==> config.mk <==
export PLATFORM = sky130hd
export DESIGN_NAME = cpu64_l1_miss_ctrl
export DESIGN_NICKNAME = d
export VERILOG_FILES = /design/src/rtl/cpu64_l1_miss_ctrl.sv
export SDC_FILE = /design/constraint.sdc
export NUM_CORES = 1
export LEC_CHECK = 0
export ABC_AREA = 0
export CAP_MARGIN = 5
export CELL_PAD_IN_SITES_DETAIL_PLACEMENT = 0
export CELL_PAD_IN_SITES_GLOBAL_PLACEMENT = 1
export CORE_ASPECT_RATIO = 0.6
export CORE_MARGIN = 1.5
export CORE_UTILIZATION = 29
export CTS_BUF_LIST = sky130_fd_sc_hd__clkbuf_8 sky130_fd_sc_hd__clkbuf_16
export DETAILED_ROUTE_END_ITERATION = 7
export HOLD_SLACK_MARGIN = 0.1
export PLACE_DENSITY_LB_ADDON = 0.1
export SYNTH_ARGS = -nofsm -noshare
export SYNTH_HDL_FRONTEND = slang
export SYNTH_SLANG_ARGS = --single-unit
==> constraint.sdc <==
create_clock -name clk_i -period 1.8 [get_ports clk_i]
set_input_delay 0.36 -clock clk_i [delete_from_list [all_inputs] [get_ports clk_i]]
set_output_delay 0.36 -clock clk_i [all_outputs]
set_load 0.01 [all_outputs]
==> src/rtl/cpu64_l1_miss_ctrl.sv <==
// L1 miss controller: picks a PLRU victim, optionally releases it, acquires the refill, updates metadata.
// Build option: define CPU64_L1_CLEAN_RELEASE_EN to also issue Release for valid clean victims.
module cpu64_l1_miss_ctrl #(
    parameter int unsigned INDEX_W = 5,
    parameter int unsigned TAG_W   = 20
) (
    input  logic               clk_i,
    input  logic               rst_ni,
    input  logic               miss_valid_i,
    output logic               miss_ready_o,
    input  logic [INDEX_W-1:0] miss_set_i,
    input  logic [TAG_W-1:0]   miss_tag_i,
    input  logic [2:0]         victim_i,
    input  logic               vic_valid_i,
    input  logic               vic_dirty_i,
    input  logic [TAG_W-1:0]   vic_tag_i,
    output logic [INDEX_W-1:0] plru_set_o,
    output logic               plru_access_o,
    output logic [2:0]         plru_way_o,
    output logic               wb_valid_o,
    input  logic               wb_ready_i,
    output logic [INDEX_W-1:0] wb_set_o,
    output logic [TAG_W-1:0]   wb_tag_o,
    output logic [2:0]         wb_way_o,
    output logic               wb_dirty_o,
    output logic               acq_valid_o,
    input  logic               acq_ready_i,
    output logic [INDEX_W-1:0] acq_set_o,
    output logic [TAG_W-1:0]   acq_tag_o,
    output logic [2:0]         acq_way_o,
    input  logic               grant_done_i,
    output logic               meta_we_o,
    output logic [INDEX_W-1:0] meta_set_o,
    output logic [2:0]         meta_way_o,
    output logic [TAG_W-1:0]   meta_tag_o,
    output logic               busy_o,
    output logic               done_o
);

    localparam int unsigned WAY_W = 3;

    typedef enum logic [2:0] {
        IDLE       = 3'd0,
        SELECT     = 3'd1,
        WB_REQ     = 3'd2,
        ACQ_REQ    = 3'd3,
        WAIT_GRANT = 3'd4,
        UPDATE     = 3'd5
    } state_e;

    state_e             state_q;
    logic [INDEX_W-1:0] set_q;
    logic [TAG_W-1:0]   tag_q;
    logic [TAG_W-1:0]   vtag_q;
    logic [WAY_W-1:0]   way_q;
    logic               dirty_q;
    logic               need_wb;

`ifdef CPU64_L1_CLEAN_RELEASE_EN
    assign need_wb = vic_valid_i;
`else
    assign need_wb = vic_valid_i && vic_dirty_i;
`endif

    // Control FSM; every strobe is set on entry to the state that owns it.
    always_ff @(posedge clk_i or negedge rst_ni) begin
        if (!rst_ni) begin
            state_q       <= IDLE;
            set_q         <= '0;
            tag_q         <= '0;
            vtag_q        <= '0;
            way_q         <= '0;
            dirty_q       <= 1'b0;
            miss_ready_o  <= 1'b1;
            busy_o        <= 1'b0;
            wb_valid_o    <= 1'b0;
            acq_valid_o   <= 1'b0;
            meta_we_o     <= 1'b0;
            plru_access_o <= 1'b0;
            done_o        <= 1'b0;
        end else begin
            meta_we_o     <= 1'b0;
            plru_access_o <= 1'b0;
            done_o        <= 1'b0;
            case (state_q)
                IDLE: begin
                    if (miss_valid_i) begin
                        set_q        <= miss_set_i;
                        tag_q        <= miss_tag_i;
                        miss_ready_o <= 1'b0;
                        busy_o       <= 1'b1;
                        state_q      <= SELECT;
                    end
                end
                SELECT: begin
                    way_q   <= victim_i;
                    vtag_q  <= vic_tag_i;
                    dirty_q <= vic_dirty_i;
                    if (need_wb) begin
                        wb_valid_o <= 1'b1;
                        state_q    <= WB_REQ;
                    end else begin
                        acq_valid_o <= 1'b1;
                        state_q     <= ACQ_REQ;
                    end
                end
                WB_REQ: begin
                    if (wb_ready_i) begin
                        wb_valid_o  <= 1'b0;
                        acq_valid_o <= 1'b1;
                        state_q     <= ACQ_REQ;
                    end
                end
                ACQ_REQ: begin
                    if (acq_ready_i) begin
                        acq_valid_o <= 1'b0;
                        state_q     <= WAIT_GRANT;
                    end
                end
                WAIT_GRANT: begin
                    if (grant_done_i) begin
                        meta_we_o     <= 1'b1;
                        plru_access_o <= 1'b1;
                        done_o        <= 1'b1;
                        state_q       <= UPDATE;
                    end
                end
                UPDATE: begin
                    miss_ready_o <= 1'b1;
                    busy_o       <= 1'b0;
                    state_q      <= IDLE;
                end
                default: begin
                    miss_ready_o <= 1'b1;
                    busy_o       <= 1'b0;
                    wb_valid_o   <= 1'b0;
                    acq_valid_o  <= 1'b0;
                    state_q      <= IDLE;
                end
            endcase
        end
    end

    // PLRU lookup follows the incoming request until a miss is captured.
    assign plru_set_o = (state_q == IDLE) ? miss_set_i : set_q;
    assign plru_way_o = way_q;

    assign wb_set_o   = set_q;
    assign wb_tag_o   = vtag_q;
    assign wb_way_o   = way_q;
    assign wb_dirty_o = dirty_q;

    assign acq_set_o  = set_q;
    assign acq_tag_o  = tag_q;
    assign acq_way_o  = way_q;

    assign meta_set_o = set_q;
    assign meta_way_o = way_q;
    assign meta_tag_o = tag_q;

endmodule

==> flow_results.xml, run 1 <==
<?xml version="1.0" encoding="UTF-8"?>
<metrics>
  <group name="place">
    <metric name="hpwl" unit="mm">4.81</metric>
    <metric name="final_weighted_congestion_of_routability_driven_global_placement" unit="">0.779</metric>
    <metric name="placedCellCount" unit="">425</metric>
    <metric name="buffer_ports.inserted" unit="">155</metric>
    <metric name="detailed_place.area" unit="um2">4130</metric>
  </group>
  <group name="cts">
    <metric name="clkTransAtPathRegs" unit="ns">0.05</metric>
    <metric name="tritoncts.num_buffers" unit="">9</metric>
    <metric name="clock_insertion_delay_worst_skew" unit="ns">0.32</metric>
    <metric name="clockBufferDepth" unit="">2</metric>
    <metric name="tritoncts" unit="">yes</metric>
    <metric name="cts.sink_count" unit="">57</metric>
    <metric name="htree_num_levels" unit="">3</metric>
    <metric name="root_buffer" unit="">sky130_fd_sc_hd__clkbuf_16</metric>
  </group>
  <group name="job">
    <metric name="max-cap-violations" unit="">0</metric>
  </group>
  <group name="cells_and_area">
    <metric name="area.growth.synth_to_final" unit="%">66.2</metric>
    <metric name="antenna_cells" unit="">0</metric>
    <metric name="final_layout_size_suffix_gt1_share" unit="%">26.9</metric>
    <metric name="post_layout_nonfiller_instances" unit="">443</metric>
    <metric name="layout.cell_area.non_filler" unit="um2">4480</metric>
    <metric name="layout.nets" unit="">382</metric>
  </group>
  <group name="timing">
    <metric name="setup_slack" unit="ns">-0.0583</metric>
    <metric name="rsz0062_at_grt" unit="">yes</metric>
    <metric name="timing.final.setup_violations" unit="">5</metric>
    <metric name="final_max_slew_viol_count" unit="">0</metric>
    <metric name="hold_viol" unit="">0</metric>
    <metric name="slew_headroom" unit="%">77.6</metric>
    <metric name="worst-slew-pin-transition" unit="ns">0.335</metric>
    <metric name="portion_of_the_clock_cycle_consumed_by_the_worst_path_in_the_final_layout" unit="%">103</metric>
    <metric name="max_freq" unit="GHz">0.538</metric>
    <metric name="layout_min_cycle_time" unit="ns">1.86</metric>
    <metric name="final.setup_skew" unit="ns">0.00419</metric>
  </group>
  <group name="synth">
    <metric name="netlist_top_cells_count" unit="">sky130_fd_sc_hd__dfrtp_1 (56), sky130_fd_sc_hd__buf_4 (42), sky130_fd_sc_hd__mux2_2 (34), sky130_fd_sc_hd__mux2_4 (20), sky130_fd_sc_hd__nand2_1 (7)</metric>
    <metric name="postSynthAreaPerCell" unit="um2">13.7</metric>
    <metric name="synth_edf_count" unit="">0</metric>
    <metric name="synthMostInstantiatedCell" unit="">sky130_fd_sc_hd__dfrtp_1</metric>
    <metric name="synth-async-reset-ratio" unit="%">100</metric>
    <metric name="synthDistinctLibCells" unit="">26</metric>
    <metric name="synth.area.top_cells" unit="">sky130_fd_sc_hd__dfrtp_1 (52%), sky130_fd_sc_hd__mux2_2 (14%), sky130_fd_sc_hd__buf_4 (12%)</metric>
    <metric name="postSynthRegisterBits" unit="">57</metric>
    <metric name="synth_sequential_area_ratio" unit="%">53.0</metric>
    <metric name="postSynthCellCount" unit="">196</metric>
    <metric name="mappedNetlistNets" unit="">252</metric>
    <metric name="ys.warnings.count" unit="">0</metric>
    <metric name="post-synth-top-area-cell" unit="">sky130_fd_sc_hd__dfrtp_1</metric>
    <metric name="postSynth.topFlopCell" unit="">sky130_fd_sc_hd__dfrtp_1</metric>
    <metric name="post_synth_instance_area" unit="um2">2690</metric>
    <metric name="synth_top_area_share" unit="%">52.0</metric>
  </group>
  <group name="route">
    <metric name="drt-total-wl" unit="mm">6.71</metric>
    <metric name="ant_nets" unit="">0</metric>
    <metric name="wire_per_inst" unit="um">15.1</metric>
    <metric name="routed_via_density" unit="">4.35</metric>
    <metric name="detailroute.via_count" unit="">1929</metric>
    <metric name="detailedRoute.firstIterationViolations" unit="">93</metric>
    <metric name="first_pass_iters" unit="">4</metric>
    <metric name="post-route-drc-count" unit="">0</metric>
  </group>
  <group name="worst_setup_path">
    <metric name="critical_path_required" unit="ns">1.44</metric>
    <metric name="crit_type" unit="">reg -&gt; out</metric>
    <metric name="crit_path_start_kind" unit="">flop</metric>
    <metric name="crit_path_end_kind" unit="">primary output</metric>
    <metric name="path_max_fanout" unit="">6</metric>
    <metric name="critPathArrivalTime" unit="ns">1.50</metric>
  </group>
  <group name="global_route">
    <metric name="grt_start_max_net_pins" unit="">46</metric>
    <metric name="vias_in_the_first_global_route" unit="">1994</metric>
    <metric name="grt.total_usage" unit="%">14.4</metric>
    <metric name="global_route_wire_length_before_repair" unit="mm">10.7</metric>
    <metric name="initial_antenna_violation_count" unit="">0</metric>
    <metric name="overflow" unit="">0</metric>
  </group>
  <group name="power_and_ir_drop">
    <metric name="power.static_leakage" unit="nW">1.89</metric>
    <metric name="powerDensity" unit="nW/um2">2010</metric>
    <metric name="peakVddDrop" unit="V">0.000689</metric>
  </group>
  <group name="floorplanning">
    <metric name="start_util" unit="%">30.8</metric>
    <metric name="die_h" unit="um">77.7</metric>
    <metric name="fp.dieArea" unit="um2">9900</metric>
    <metric name="design.core.area" unit="um2">8750</metric>
    <metric name="die_w" unit="um">127</metric>
    <metric name="placement_rows" unit="">26</metric>
    <metric name="top_level_ports" unit="">156</metric>
  </group>
  <group name="outcome">
    <metric name="outcome" unit="">finished, violations left</metric>
    <metric name="violations" unit="">setup timing</metric>
  </group>
  <group name="min_path">
    <metric name="holdCritPathClass" unit="">in -&gt; async</metric>
  </group>
</metrics>
[logic make-up after synthesis]
| kind of cell | count (synthesis) | synth area share [%] |
|---|---|---|
| compound gates | 10 | 2.32 |
| buf+inv | 49 | 14.1 |
| flops | 57 | 53.0 |
| mux | 54 | 25.4 |
| simple gates | 26 | 5.20 |
[stage by stage]
| step | hold slack [ns] | utilization (%) | setup TNS, ns | setup slack, ns | power (mW) |
|---|---|---|---|---|---|
| after global placement | 0.278 | 47.2 | -0.663 | -0.135 | 7.27 |
| final | 0.470 | 51.2 | -0.273 | -0.0583 | 9.02 |
| after detailed placement | 0.279 | 47.2 | -0.778 | -0.176 | 7.28 |
| after floorplan | 0.0644 | - | 0 | 0.210 | 5.09 |
| after CTS | 0.463 | 51.1 | -0.426 | -0.0896 | 9.14 |
| after global routing | 0.472 | 51.2 | -0.606 | -0.126 | 9.56 |
[layout make-up]
type	count	area (um2)
Clock buffer	11	253
Sequential cell	57	1430
Timing Repair Buffer	167	1700
Inverter	1	3.75
Tap cell	112	140
Multi-Input combinational cell	90	905
Clock inverter	5	47.5
Fill cell	749	4270
[routing by layer]
layer	GRT usage [%]	vias up	share of wire (%)
li1	-	894	-
met1	20.0	942	49
met2	19.5	82	42
met3	6.41	11	7.9
met4	5.11	0	1.4
met5	0	-	0
[final timing paths]
kind | slack [ns] | depth (start not counted) | to | from
worst max register to register | 0.17 | 5 | acq_tag_o[4] | state_q[2]
worst max-delay path | -0.06 | 4 | plru_set_o[3] | state_q[2]
min in group clk_i | 0.50 | 1 | wb_tag_o[18] | wb_tag_o[18]
max in group asynchronous | 0.77 | 3 | acq_tag_o[10] | rst_ni
worst min register to register | 0.50 | 1 | wb_tag_o[18] | wb_tag_o[18]
worst min-delay path | 0.47 | 2 | acq_tag_o[1] | rst_ni
[cells in the final DEF, fill, tap and decap left out, types with 3 or more instances in the layout]
master                            instances
sky130_fd_sc_hd__mux2_2                  29
sky130_fd_sc_hd__mux2_4                  25
sky130_fd_sc_hd__dfrtp_1                 56
sky130_fd_sc_hd__clkbuf_16                9
sky130_fd_sc_hd__nor2_1                   6
sky130_fd_sc_hd__buf_12                   4
sky130_fd_sc_hd__o21ai_0                  4
sky130_fd_sc_hd__buf_4                    6
sky130_fd_sc_hd__inv_1                    3
sky130_fd_sc_hd__nor3_1                   4
sky130_fd_sc_hd__a21oi_1                  3
sky130_fd_sc_hd__clkdlybuf4s50_1        148
sky130_fd_sc_hd__buf_6                    6
sky130_fd_sc_hd__nand2_1                  7
[critical path, cell delays in order, from the launching register on]
cell,delay [ns]
sky130_fd_sc_hd__dfrtp_1,0.40
sky130_fd_sc_hd__nor3_4,0.19
sky130_fd_sc_hd__buf_6,0.16
sky130_fd_sc_hd__mux2_4,0.31
sky130_fd_sc_hd__buf_6,0.12
[state kept, by name, indices dropped and copies added, names as in the netlist]
signal        count
acq_set_o         5
acq_tag_o        20
acq_valid_o       1
acq_way_o         3
busy_o            1
done_o            1
miss_ready_o      1
state_q           3
wb_dirty_o        1
wb_tag_o         20
wb_valid_o        1
[power by group]
group / leakage [nW] / switching (mW) / total, mW / internal, mW
clock network: 0.158 / 0.549 / 1.68 / 1.13
logic: 1.06 / 1.75 / 4.90 / 3.15
registers: 0.674 / 0.491 / 2.45 / 1.95
[what timing repair did]
| action | 4_1_cts | 5_1_grt |
|---|---|---|
| hold buffers | 1 | 0 |
| pin swaps | 1 | 1 |
| endpoints found under the setup margin | 5 | 6 |
| setup buffers | 1 | 0 |
| endpoints found under the hold margin | 11 | 0 |
| resized for setup | 31 | 1 |
Note: power is estimated with default switching activity, not from simulation.
==> run 2: changes to the inputs <==
--- a/config.mk
+++ b/config.mk
@@ -9,7 +9,7 @@
 export CAP_MARGIN = 5
 export CELL_PAD_IN_SITES_DETAIL_PLACEMENT = 0
 export CELL_PAD_IN_SITES_GLOBAL_PLACEMENT = 1
-export CORE_ASPECT_RATIO = 0.6
+export CORE_ASPECT_RATIO = 0.75
 export CORE_MARGIN = 1.5
 export CORE_UTILIZATION = 29
 export CTS_BUF_LIST = sky130_fd_sc_hd__clkbuf_8 sky130_fd_sc_hd__clkbuf_16
==> flow_results.xml, run 2 (same netlist as run 1, synthesis figures left out) <==
<?xml version="1.0" encoding="UTF-8"?>
<metrics>
  <group name="outcome">
    <metric name="outcome" unit="">finished, violations left</metric>
    <metric name="violations" unit="">setup timing</metric>
  </group>
  <group name="worst_setup_path">
    <metric name="crit_type" unit="">reg -&gt; out</metric>
    <metric name="crit_path_end_kind" unit="">primary output</metric>
    <metric name="path_max_fanout" unit="">4</metric>
    <metric name="critical_path_required" unit="ns">1.44</metric>
    <metric name="r2r_end" unit="">acq_tag_o[3]</metric>
    <metric name="crit_path_start_kind" unit="">flop</metric>
    <metric name="critPathArrivalTime" unit="ns">1.55</metric>
    <metric name="worst_r2r_startpoint" unit="">state_q[2]</metric>
    <metric name="worstRegToRegCells" unit="">5</metric>
    <metric name="timing.reg2reg.setup_slack" unit="ns">0.10</metric>
  </group>
  <group name="floorplanning">
    <metric name="design.core.area" unit="um2">9050</metric>
    <metric name="placement_rows" unit="">30</metric>
    <metric name="die_w" unit="um">114</metric>
    <metric name="fp.dieArea" unit="um2">9880</metric>
    <metric name="start_util" unit="%">29.8</metric>
    <metric name="top_level_ports" unit="">156</metric>
    <metric name="die_h" unit="um">86.5</metric>
  </group>
  <group name="place">
    <metric name="buffer_ports.inserted" unit="">155</metric>
    <metric name="pre_cts_slack" unit="ns">-0.132</metric>
    <metric name="final_weighted_congestion_of_routability_driven_global_placement" unit="">0.771</metric>
    <metric name="hpwl" unit="mm">4.74</metric>
  </group>
  <group name="cells_and_area">
    <metric name="antenna_cells" unit="">0</metric>
    <metric name="final_layout_size_suffix_gt1_share" unit="%">27.2</metric>
    <metric name="postLayoutCoreUtil" unit="%">49.5</metric>
    <metric name="multi_input_area" unit="um2">905</metric>
    <metric name="layout.nets" unit="">383</metric>
    <metric name="area.growth.synth_to_final" unit="%">66.2</metric>
    <metric name="final_cell_mix" unit="">sky130_fd_sc_hd__clkdlybuf4s50_1 (149), sky130_fd_sc_hd__dfrtp_1 (56), sky130_fd_sc_hd__mux2_2 (29)</metric>
    <metric name="layout.cells.most_common" unit="">sky130_fd_sc_hd__clkdlybuf4s50_1</metric>
    <metric name="area_taken_by_flip_flops_and_latches" unit="um2">1430</metric>
    <metric name="final_layout_fill_cell_count" unit="">811</metric>
  </group>
  <group name="global_route">
    <metric name="global_route_wire_length_before_repair" unit="mm">10.2</metric>
    <metric name="overflow" unit="">0</metric>
    <metric name="grt.total_usage" unit="%">13.6</metric>
    <metric name="initial_antenna_violation_count" unit="">0</metric>
    <metric name="grt_start_max_net_pins" unit="">32</metric>
    <metric name="vias_in_the_first_global_route" unit="">1973</metric>
  </group>
  <group name="cts">
    <metric name="tritoncts" unit="">yes</metric>
    <metric name="htree_num_levels" unit="">3</metric>
    <metric name="clock_insertion_delay_worst_skew" unit="ns">0.32</metric>
    <metric name="root_buffer" unit="">sky130_fd_sc_hd__clkbuf_16</metric>
    <metric name="tritoncts.num_buffers" unit="">9</metric>
    <metric name="clockBufferDepth" unit="">2</metric>
    <metric name="clkTransAtPathRegs" unit="ns">0.05</metric>
    <metric name="cts.sink_count" unit="">57</metric>
  </group>
  <group name="timing">
    <metric name="setup_slack" unit="ns">-0.108</metric>
    <metric name="timing.final.setup_violations" unit="">5</metric>
    <metric name="layout_min_cycle_time" unit="ns">1.91</metric>
    <metric name="worst-slew-pin-transition" unit="ns">0.405</metric>
    <metric name="final.setup_skew" unit="ns">0.00704</metric>
    <metric name="slew_headroom" unit="%">73.0</metric>
    <metric name="hold_viol" unit="">0</metric>
    <metric name="portion_of_the_clock_cycle_consumed_by_the_worst_path_in_the_final_layout" unit="%">106</metric>
    <metric name="final_max_slew_viol_count" unit="">0</metric>
    <metric name="max_freq" unit="GHz">0.524</metric>
    <metric name="rsz0062_at_grt" unit="">yes</metric>
  </group>
  <group name="power_and_ir_drop">
    <metric name="powerDensity" unit="nW/um2">2000</metric>
    <metric name="power.static_leakage" unit="nW">1.88</metric>
    <metric name="peakVddDrop" unit="V">0.000908</metric>
    <metric name="report.power.total" unit="mW">8.97</metric>
  </group>
  <group name="route">
    <metric name="drt-total-wl" unit="mm">6.42</metric>
    <metric name="wire_per_inst" unit="um">14.0</metric>
    <metric name="detailedRoute.firstIterationViolations" unit="">83</metric>
    <metric name="routed_via_density" unit="">4.16</metric>
    <metric name="post-route-drc-count" unit="">0</metric>
    <metric name="ant_nets" unit="">0</metric>
    <metric name="first_pass_iters" unit="">4</metric>
    <metric name="detailroute.via_count" unit="">1909</metric>
  </group>
  <group name="job">
    <metric name="max-cap-violations" unit="">0</metric>
  </group>
  <group name="min_path">
    <metric name="holdCritPathClass" unit="">in -&gt; async</metric>
  </group>
</metrics>
-- run 2: power breakdown --
part,total (mW),switching (mW),internal (mW)
registers,2.43,0.479,1.95
logic,4.86,1.72,3.14
clock network,1.67,0.544,1.13
-- run 2: final cells by class --
cell class,count,share of cell area [%]
Clock buffer,11,5.64
Clock inverter,4,0.978
Inverter,1,0.0838
Multi-Input combinational cell,90,20.2
Sequential cell,57,31.9
Tap cell,128,3.58
Timing Repair Buffer,168,37.6
-- run 2: how the worst max path moves through the flow --
stage | from | end | slack (ns) | cells after the start
floorplan | state_q[0] | acq_set_o[0] | 0.21 | 5
global placement | state_q[2] | plru_set_o[0] | -0.10 | 4
detailed placement | state_q[2] | plru_set_o[1] | -0.13 | 4
CTS | state_q[1] | plru_set_o[1] | -0.12 | 4
global route | state_q[2] | plru_set_o[1] | -0.16 | 4
finish | state_q[2] | plru_set_o[2] | -0.11 | 4
-- run 2: metal layers --
| layer | vias to the layer above | GRT usage [%] | part of all wire (%) |
|---|---|---|---|
| met5 | - | 0 | 0 |
| met4 | 0 | 5.57 | 1.8 |
| met3 | 10 | 4.06 | 6.5 |
| met2 | 89 | 20.4 | 45 |
| met1 | 922 | 18.5 | 47 |
| li1 | 888 | - | - |
-- run 2: through the flow --
stage / instance area (um2) / std cells / hold WS [ns] / setup TNS [ns]
after floorplan: 2690 / 196 / 0.0644 / 0
after global routing: 4480 / 459 / 0.367 / -0.762
after global placement: 4140 / 443 / 0.157 / -0.464
final: 4480 / 459 / 0.362 / -0.501
after CTS: 4480 / 459 / 0.350 / -0.572
after detailed placement: 4140 / 443 / 0.155 / -0.604
-- run 2: what timing repair did --
action / in CTS / in global routing
gates resized for setup: 32 / 0
hold buffers: 1 / 0
pin swaps: 1 / 1
buffers inserted: 0 / 0
endpoints found under the setup margin: 5 / 5
hold endpoints to repair: 25 / 0
-- run 2: critical path, cell delays in order (launching register included) --
cell and delay (ns):
sky130_fd_sc_hd__dfrtp_1 0.40, sky130_fd_sc_hd__nor3_4 0.25, sky130_fd_sc_hd__buf_6 0.15, sky130_fd_sc_hd__mux2_4 0.30, sky130_fd_sc_hd__buf_6 0.12
